[src/rtl/abc_sweep_pkg.sv]
// Shared types and constants for the A/B/C truth-table sweep stages.
// The golden table is F = A(B+C) indexed by {A,B,C}.
package abc_sweep_pkg;

  typedef enum logic [1:0] {
    IDLE = 2'd0,
    RUN  = 2'd1,
    DONE = 2'd2
  } sweep_state_t;

  localparam int VEC_W   = 3;
  localparam int NUM_VEC = 8;

  localparam logic [NUM_VEC-1:0] F_GOLDEN = 8'hE0;

  // Bit i set where the recorded sample disagrees with the golden table.
  function automatic logic [NUM_VEC-1:0] table_diff(
    input logic [NUM_VEC-1:0] recorded,
    input logic [NUM_VEC-1:0] golden
  );
    return recorded ^ golden;
  endfunction

endpackage

[src/rtl/abc_settle_timer.sv]
// Settle counter: counts enabled cycles and flags the cycle on which the
// count equals LAST_COUNT, wrapping to zero on that same edge.
module abc_settle_timer #(
  parameter int unsigned LAST_COUNT = 1
) (
  input  logic clk,
  input  logic rst_n,
  input  logic clear,
  input  logic enable,
  output logic last
);

  localparam logic [3:0] LAST_C = 4'(LAST_COUNT);

  logic [3:0] count_r;
  logic       at_last_s;

  assign at_last_s = (count_r == LAST_C);
  assign last      = enable & at_last_s;

  // Count register: clear dominates, wraps after the last settle cycle.
  always_ff @(posedge clk or negedge rst_n) begin
    if (!rst_n) begin
      count_r <= 4'd0;
    end else if (clear) begin
      count_r <= 4'd0;
    end else if (enable) begin
      if (at_last_s) begin
        count_r <= 4'd0;
      end else begin
        count_r <= count_r + 4'd1;
      end
    end else begin
      count_r <= count_r;
    end
  end

endmodule

[src/rtl/abc_sweep_recorder.sv]
// Sweeps {A,B,C} through all eight vectors, records F per vector and
// compares the recorded truth table against EXPECTED_F.
module abc_sweep_recorder
  import abc_sweep_pkg::*;
#(
  parameter int unsigned        SETTLE_CYCLES = 2,
  parameter logic [NUM_VEC-1:0] EXPECTED_F    = F_GOLDEN
) (
  input  logic               clk,
  input  logic               rst_n,
  input  logic               start,
  input  logic               abort,
  output logic               a_o,
  output logic               b_o,
  output logic               c_o,
  input  logic               f_i,
  output logic               busy,
  output logic               done,
  output logic               pass,
  output logic [NUM_VEC-1:0] result,
  output logic [NUM_VEC-1:0] mismatch
);

  localparam logic [VEC_W-1:0] LAST_IDX = VEC_W'(NUM_VEC - 1);

  sweep_state_t       state_r, state_nxt_s;
  logic [VEC_W-1:0]   index_r, index_nxt_s;
  logic [VEC_W-1:0]   abc_r, abc_nxt_s;
  logic               busy_r, busy_nxt_s;
  logic               done_r, done_nxt_s;
  logic               pass_r, pass_nxt_s;
  logic [NUM_VEC-1:0] result_r, result_nxt_s;
  logic [NUM_VEC-1:0] mismatch_r, mismatch_nxt_s;
  logic               tmr_clear_s;
  logic               tmr_en_s;
  logic               tmr_last_s;

  abc_settle_timer #(
    .LAST_COUNT (SETTLE_CYCLES - 1)
  ) u_settle (
    .clk    (clk),
    .rst_n  (rst_n),
    .clear  (tmr_clear_s),
    .enable (tmr_en_s),
    .last   (tmr_last_s)
  );

  // Next-state and next-output logic; every output is registered below.
  always_comb begin
    state_nxt_s    = state_r;
    index_nxt_s    = index_r;
    abc_nxt_s      = abc_r;
    busy_nxt_s     = busy_r;
    done_nxt_s     = 1'b0;
    pass_nxt_s     = pass_r;
    result_nxt_s   = result_r;
    mismatch_nxt_s = mismatch_r;
    tmr_clear_s    = 1'b1;
    tmr_en_s       = 1'b0;

    case (state_r)
      IDLE: begin
        abc_nxt_s  = {VEC_W{1'b0}};
        busy_nxt_s = 1'b0;
        if (start) begin
          state_nxt_s    = RUN;
          index_nxt_s    = {VEC_W{1'b0}};
          busy_nxt_s     = 1'b1;
          pass_nxt_s     = 1'b0;
          result_nxt_s   = {NUM_VEC{1'b0}};
          mismatch_nxt_s = {NUM_VEC{1'b0}};
        end else begin
          state_nxt_s = IDLE;
        end
      end

      RUN: begin
        tmr_clear_s = 1'b0;
        tmr_en_s    = 1'b1;
        if (abort) begin
          // Partial result stays visible; verdict outputs are left cleared.
          state_nxt_s = IDLE;
          index_nxt_s = {VEC_W{1'b0}};
          abc_nxt_s   = {VEC_W{1'b0}};
          busy_nxt_s  = 1'b0;
          tmr_clear_s = 1'b1;
          tmr_en_s    = 1'b0;
        end else if (tmr_last_s) begin
          result_nxt_s[index_r] = f_i;
          if (index_r == LAST_IDX) begin
            state_nxt_s    = DONE;
            abc_nxt_s      = {VEC_W{1'b0}};
            busy_nxt_s     = 1'b0;
            done_nxt_s     = 1'b1;
            pass_nxt_s     = (result_nxt_s == EXPECTED_F);
            mismatch_nxt_s = table_diff(result_nxt_s, EXPECTED_F);
          end else begin
            index_nxt_s = index_r + 3'd1;
            abc_nxt_s   = index_r + 3'd1;
          end
        end else begin
          state_nxt_s = RUN;
        end
      end

      DONE: begin
        state_nxt_s = IDLE;
        abc_nxt_s   = {VEC_W{1'b0}};
        busy_nxt_s  = 1'b0;
      end

      default: begin
        state_nxt_s = IDLE;
        index_nxt_s = {VEC_W{1'b0}};
        abc_nxt_s   = {VEC_W{1'b0}};
        busy_nxt_s  = 1'b0;
      end
    endcase
  end

  // State and output registers.
  always_ff @(posedge clk or negedge rst_n) begin
    if (!rst_n) begin
      state_r    <= IDLE;
      index_r    <= {VEC_W{1'b0}};
      abc_r      <= {VEC_W{1'b0}};
      busy_r     <= 1'b0;
      done_r     <= 1'b0;
      pass_r     <= 1'b0;
      result_r   <= {NUM_VEC{1'b0}};
      mismatch_r <= {NUM_VEC{1'b0}};
    end else begin
      state_r    <= state_nxt_s;
      index_r    <= index_nxt_s;
      abc_r      <= abc_nxt_s;
      busy_r     <= busy_nxt_s;
      done_r     <= done_nxt_s;
      pass_r     <= pass_nxt_s;
      result_r   <= result_nxt_s;
      mismatch_r <= mismatch_nxt_s;
    end
  end

  assign a_o      = abc_r[2];
  assign b_o      = abc_r[1];
  assign c_o      = abc_r[0];
  assign busy     = busy_r;
  assign done     = done_r;
  assign pass     = pass_r;
  assign result   = result_r;
  assign mismatch = mismatch_r;

endmodule

[config.mk]
export PLATFORM = sky130hd
export DESIGN_NAME = abc_sweep_recorder
export DESIGN_NICKNAME = d
export VERILOG_FILES = /design/src/rtl/abc_sweep_pkg.sv /design/src/rtl/abc_settle_timer.sv /design/src/rtl/abc_sweep_recorder.sv
export SDC_FILE = /design/constraint.sdc
export NUM_CORES = 1
export LEC_CHECK = 0
export CAP_MARGIN = 20
export CELL_PAD_IN_SITES_DETAIL_PLACEMENT = 0
export CELL_PAD_IN_SITES_GLOBAL_PLACEMENT = 1
export CORE_UTILIZATION = 41
export CTS_CLUSTER_SIZE = 25
export DETAILED_ROUTE_END_ITERATION = 6
export PLACE_DENSITY = 0.89
export SYNTH_ARGS = -nofsm -noshare
export SYNTH_HDL_FRONTEND = slang
export SYNTH_HIERARCHICAL = 1
export SYNTH_SLANG_ARGS = --single-unit
[constraint.sdc]
create_clock -name clk -period 2.6 [get_ports clk]
set_input_delay 0.52 -clock clk [delete_from_list [all_inputs] [get_ports clk]]
set_output_delay 0.52 -clock clk [all_outputs]
set_load 0.005 [all_outputs]
==> run_results.csv, run 1 <==
group,metric,value,unit
cells_and_area,final_common_cell,"dfrtp_1",
worst_hold_path,min-delay-start,"mismatch[4]$_DFFE_PN0P_",
critical_path,crit_arrival,2.48,ns
cts,ctsHoldBuffers,0,
floorplanning,num_rows,22,
grt,grt_overflow,0,
drt,vias,1390,
floorplanning,core_area,3800,um2
timing,rsz0062_at_grt,"false",
synth,synth.avg_cell_area,10.2,um2
synth,synth_top_family_by_area,"simple AND/OR/NAND/NOR gates",
critical_path,timing.rr.start,"u_settle/count_r[1]$_DFFE_PN0P_",
drt,via_per_inst,5.74,
synth,synth_mux_area_share,6.07,%
timing,layout_min_cycle_time,2.31,ns
critical_path,rr_endpoint,"mismatch[6]$_DFFE_PN0P_",
cts,cts_made_buffers,5,
timing,clock.fmax,433,MHz
grt,grt_pass1_vias,1362,
drt,routed_wl,3.93,mm
critical_path,reg2reg_depth,7,
synth,synthAdderAreaFrac,2.96,%
synth,yosysWarnings,6,
synth,synth-edff-count,0,
pwr,p_leak,0.910,nW
drt,avgRoutedWirePerCell,16.2,um
grt,grtUsageTotal,20.0,%
synth,synth_area,1690,um2
cts,clkSinkCount,31,
timing,post-route-period-util,88.8,%
drt,postRouteAntennaNets,0,
place,dp.cells,234,
timing,setup_tns,0,ns
critical_path,cp.required,2.78,ns
timing,clock_skew,0.00712,ns
cells_and_area,n_antenna_cell,0,
synth,yosys.area.top_type,"dfrtp_1",
floorplanning,num_io_pins,27,
cells_and_area,finalNetCount,202,
timing,setup_viol,0,
synth,ys_types,44,
grt,antenna_found_initial,0,
grt,grt_pass1_wl,6.44,mm
drt,drc,0,
synth,synthCells,166,
cts,cts_tree,"built",
worst_hold_path,hold_depth,2,
timing,worst_pin_slew,0.607,ns
cts,clk_path_buf_depth,2,
synth,synth_top_area_share,45.9,%
cts,clk_pin_slew,0.07,ns
cells_and_area,n_fill_cell,351,
cts,cts_max_level,2,
floorplanning,die_x,66.2,um
synth,ys.flop_type,"dfrtp_1",
synth,async_reset_ff_share,100,%
place,hpwl,2.71,mm
synth,syn_nets,175,
floorplanning,die_y,66.2,um
cts,post_cts_buffers,0,
cells_and_area,final_cell_mix,"dfrtp_1, clkdlybuf4s50_1, nand2_1",
critical_path,start_kind,"primary input",
critical_path,worstSetupPathType,"in2reg",
synth,ys_ff_latch,31,
synth,synth-compound-area-share,16.7,%
worst_hold_path,min_to,"mismatch[4]$_DFFE_PN0P_",
cells_and_area,regArea,776,um2
cts,cts_resized,0,
grt,grt_max_degree,32,
place,io_buffers,26,
floorplanning,start_util,44.5,%
pwr,finalPower,1.15,mW
cells_and_area,multi_input_area,836,um2
cells_and_area,syn_to_final_growth,24.1,%
run_status,outcome,"completed",
drt,dr.pass1.iters,4,
timing,finalMaxSlewViolations,0,
worst_hold_path,hold_path_class,"reg2reg",
critical_path,critPathMaxFanout,17,
pwr,p_per_area,549,nW/um2
pwr,worst_ir_drop_vdd,0.000327,V
synth,yosys.area_share.simple,23.3,%
floorplanning,die_area,4380,um2
drt,drt_iter0_drc,93,
synth,synth.yosys.seq_area_share,45.9,%
cells_and_area,fin_cells,242,
cts,cts-root-buf,"clkbuf_8",
timing,hold_viol_final,0,
synth,synthXorXnorAreaFrac,0.519,%
cells_and_area,final_layout_size_suffix_gt1_share,10.3,%
place,gp_congestion,0.775,
timing,relSlewSlack,59.5,%
cts,clk-insertion-delay-late,0.29,ns
synth,synthTopCellsByArea,"dfrtp_1, nand2_1, mux2i_1, o31ai_1, ha_1",
critical_path,worstSetupEndpointType,"flop",
flow_run,cap_violations,0,
critical_path,rrSetupSlack,0.31,ns
## worst max-delay path: stages
cell and delay [ns]:
clkdlybuf4s50_1 0.49, or3b_1 0.44, clkinv_2 0.06, and2_2 0.17, nand4b_1 0.10, a21o_1 0.36, o31ai_1 0.34
## per-stage QoR
step | setup slack (ns) | instance area, um2 | hold WS (ns) | utilization [%]
floorplan | 0.459 | 1690 | 0.224 | -
global placement | 0.165 | 1980 | 0.461 | 52.1
detailed placement | 0.0114 | 1980 | 0.467 | 52.1
CTS | 0.316 | 2100 | 0.482 | 55.2
global route | 0.137 | 2100 | 0.509 | 55.2
finish | 0.292 | 2100 | 0.482 | 55.2
## synthesized netlist by cell type, types with 4 or more instances
cell / count
o21ai_0: 9
mux2i_1: 8
o31ai_1: 7
ha_1: 4
a21oi_1: 5
nor2b_1: 7
nand4b_1: 4
dfrtp_1: 31
nor2_1: 7
buf_2: 4
nand2_1: 24
nand3b_1: 6
## metal layers
layer / global-route usage [%] / wire length (um) / share of wire, % / vias to the layer above
met5: 0 / 0 / 0 / -
met4: 7.45 / 57 / 1.5 / 0
met3: 5.17 / 131 / 3.3 / 6
met2: 33.2 / 1960 / 50 / 22
met1: 24.9 / 1790 / 45 / 705
li1: - / - / - / 657
## area by class of cell
type                       count  area share (%)
clock inverter                 2            1.67
multi-input combinational    121            39.9
timing repair buffer          30            13.9
inverter                       4           0.776
tap                           48            2.87
clock buffer                   6            3.94
sequential                    31            37.0
## state kept, by name, indices dropped and copies added (netlist names)
signal,flops
mismatch,8
result,8
u_settle/count_r,4
abc_r,3
index_r,3
state_r,2
busy,1
done,1
pass,1
## power breakdown
part	switching, mW	internal, mW	total (mW)
clock network	0.185	0.310	0.494
registers	0.0174	0.503	0.520
logic	0.0739	0.0618	0.136
total	0.276	0.874	1.15
## kinds of logic (layout without fill, tap and decap cells)
kind of cell / Yosys count / in the layout
and+or+nand+nor: 67 / 67
AOI/OAI and AO/OA: 39 / 39
DFF: 31 / 31
buffers and inverters: 14 / 42
muxes: 10 / 10
adders and majority gates: 4 / 4
xor gates and xnor gates: 1 / 1
## how the worst max path moves through the flow
stage / startpoint / endpoint / slack [ns] / cells past startpoint
floorplan: abort / result[6]$_DFFE_PN0P_ / 0.46 / 8
detailed placement: abort / mismatch[6]$_DFFE_PN0P_ / 0.01 / 7
CTS: abort / mismatch[6]$_DFFE_PN0P_ / 0.32 / 7
global placement: abort / mismatch[1]$_DFFE_PN0P_ / 0.16 / 7
global route: abort / mismatch[6]$_DFFE_PN0P_ / 0.14 / 7
finish: abort / mismatch[6]$_DFFE_PN0P_ / 0.29 / 7
Power figures use the tool's default switching activity.
==> run 2, diff against run 1 <==
--- a/config.mk
+++ b/config.mk
@@ -12,6 +12,8 @@
 export CTS_CLUSTER_SIZE = 25
 export DETAILED_ROUTE_END_ITERATION = 6
 export PLACE_DENSITY = 0.89
+export RECOVER_POWER = 25
+export SLEW_MARGIN = 20
 export SYNTH_ARGS = -nofsm -noshare
 export SYNTH_HDL_FRONTEND = slang
 export SYNTH_HIERARCHICAL = 1
==> run_results.csv, run 2 (synthesis results as in run 1) <==
group,metric,value,unit
cts,clk_pin_slew,0.07,ns
place,place_area,1980,um2
drt,routed_wl,3.93,mm
timing,worst_pin_slew,1.66,ns
floorplanning,core_area,3800,um2
pwr,combinationalPowerShare,11.7,%
cts,cts_made_buffers,5,
cells_and_area,final_area,2090,um2
critical_path,rrSetupSlack,0.31,ns
grt,grt_max_degree,32,
timing,setup_ws,0.292,ns
cells_and_area,fin_cells,242,
drt,postRouteAntennaNets,0,
pwr,p_leak,0.906,nW
floorplanning,die_area,4380,um2
critical_path,cp.required,2.78,ns
timing,post-route-period-util,88.8,%
place,io_buffers,26,
cells_and_area,syn_to_final_growth,23.9,%
drt,avgRoutedWirePerCell,16.2,um
drt,vias,1390,
cells_and_area,final_common_cell,"dfrtp_1",
cts,cts_max_level,2,
cells_and_area,n_fill_cell,352,
timing,relSlewSlack,-10.7,%
worst_hold_path,min-delay-start,"mismatch[4]$_DFFE_PN0P_",
critical_path,worstSetupPathType,"in2reg",
place,dpl_worst_slack,0.0114,ns
critical_path,rr_endpoint,"mismatch[6]$_DFFE_PN0P_",
pwr,p_seq_share,45.2,%
cells_and_area,final_layout_size_suffix_gt1_share,9.79,%
critical_path,timing.rr.start,"u_settle/count_r[1]$_DFFE_PN0P_",
grt,antenna_found_initial,0,
timing,hold_slack,0.482,ns
pwr,p_per_area,549,nW/um2
cts,clk-insertion-delay-late,0.29,ns
place,gp_congestion,0.775,
critical_path,start_kind,"primary input",
drt,dr.pass1.iters,4,
drt,drt_iter0_drc,91,
timing,setup_viol,0,
cts,cts_resized,0,
run_status,violations,"capacitance limit, slew limit",
floorplanning,die_x,66.2,um
pwr,worst_ir_drop_vdd,0.000327,V
flow_run,cap_violations,1,
drt,via_per_inst,5.74,
run_status,outcome,"finished with violations",
pwr,power.share.clock,43.0,%
cells_and_area,fin_util,55.1,%
place,hpwl,2.71,mm
floorplanning,start_util,44.5,%
timing,clock_skew,0.00712,ns
place,dp.cells,234,
cells_and_area,final_cell_mix,"dfrtp_1, clkdlybuf4s50_1, nand2_1",
timing,rsz0062_at_grt,"false",
timing,hold_viol_final,0,
floorplanning,die_y,66.2,um
critical_path,crit_arrival,2.48,ns
drt,drc,0,
cts,clk_path_buf_depth,2,
pwr,switching_power,0.276,mW
cts,ctsHoldBuffers,0,
cts,clkSinkCount,31,
pwr,finalPower,1.15,mW
timing,setup_tns,0,ns
critical_path,critPathMaxFanout,17,
timing,layout_min_cycle_time,2.31,ns
pwr,p_int,0.874,mW
floorplanning,num_io_pins,27,
worst_hold_path,min_to,"mismatch[4]$_DFFE_PN0P_",
timing,finalMaxSlewViolations,32,
critical_path,worstSetupEndpointType,"flop",
grt,grt_overflow,0,
cts,cts-root-buf,"clkbuf_8",
timing,clock.fmax,433,MHz
cells_and_area,finalNetCount,202,
cts,post_cts_buffers,0,
worst_hold_path,hold_depth,2,
cells_and_area,n_antenna_cell,0,
grt,grtUsageTotal,20.0,%
floorplanning,num_rows,22,
grt,grt_pass1_vias,1362,
pwr,swShare,24.0,%
cts,cts_tree,"built",
critical_path,reg2reg_depth,7,
grt,grt_pass1_wl,6.44,mm
worst_hold_path,hold_path_class,"reg2reg",
==> run 2: cell types whose count changed in the layout (fill, tap and decap cells not counted), sizes merged <==
cell	previous run	this run
buf	4	3
clkbuf	6	7
==> run 2: metal layers <==
| metal | GRT usage [%] | routed length, um |
|---|---|---|
| met3 | 5.17 | 131 |
| met5 | 0 | 0 |
| met1 | 24.9 | 1780 |
| met2 | 33.2 | 1960 |
| met4 | 7.45 | 57 |
==> run 2: worst max-delay path, cell delays in order <==
cell and delay (ns):
clkdlybuf4s50_1 0.49, or3b_1 0.44, clkinv_2 0.06, and2_2 0.17, nand4b_1 0.10, a21o_1 0.36
o31ai_1 0.34
==> run 2: worst max-delay path by stage <==
stage,to,slack (ns),depth (start not counted),startpoint
after floorplan,result[6]$_DFFE_PN0P_,0.46,8,abort
after global placement,mismatch[1]$_DFFE_PN0P_,0.16,7,abort
after detailed placement,mismatch[6]$_DFFE_PN0P_,0.01,7,abort
after CTS,mismatch[6]$_DFFE_PN0P_,0.32,7,abort
after global routing,result[4]$_DFFE_PN0P_,0.07,2,rst_n
final,mismatch[6]$_DFFE_PN0P_,0.29,7,abort
==> run 2: power by group through the flow <==
stage	Combinational [mW]	Clock (mW)	Sequential, mW
finish	0.135	0.494	0.520
global route	0.151	0.526	0.522
CTS	0.137	0.505	0.520
detailed placement	0.136	0	0.529
global placement	0.129	0	0.526
floorplan	0.0717	0	0.523
==> run 2: area by class of cell <==
cell class                 instances  area, um2  area share (%)
inverter                           4       16.3           0.778
sequential                        31        776            37.1
clock inverter                     2       35.0            1.67
timing repair buffer              30        287            13.7
tap                               48       60.1            2.87
multi-input combinational        121        836            40.0
clock buffer                       6       82.6            3.95
==> run 3, diff against run 2 <==
--- a/config.mk
+++ b/config.mk
@@ -5,6 +5,7 @@
 export SDC_FILE = /design/constraint.sdc
 export NUM_CORES = 1
 export LEC_CHECK = 0
+export ABC_CLOCK_PERIOD_IN_PS = 2600
 export CAP_MARGIN = 20
 export CELL_PAD_IN_SITES_DETAIL_PLACEMENT = 0
 export CELL_PAD_IN_SITES_GLOBAL_PLACEMENT = 1
==> results of run 3 <==
The final DEF is identical to that of run 2; final timing and power are the same.
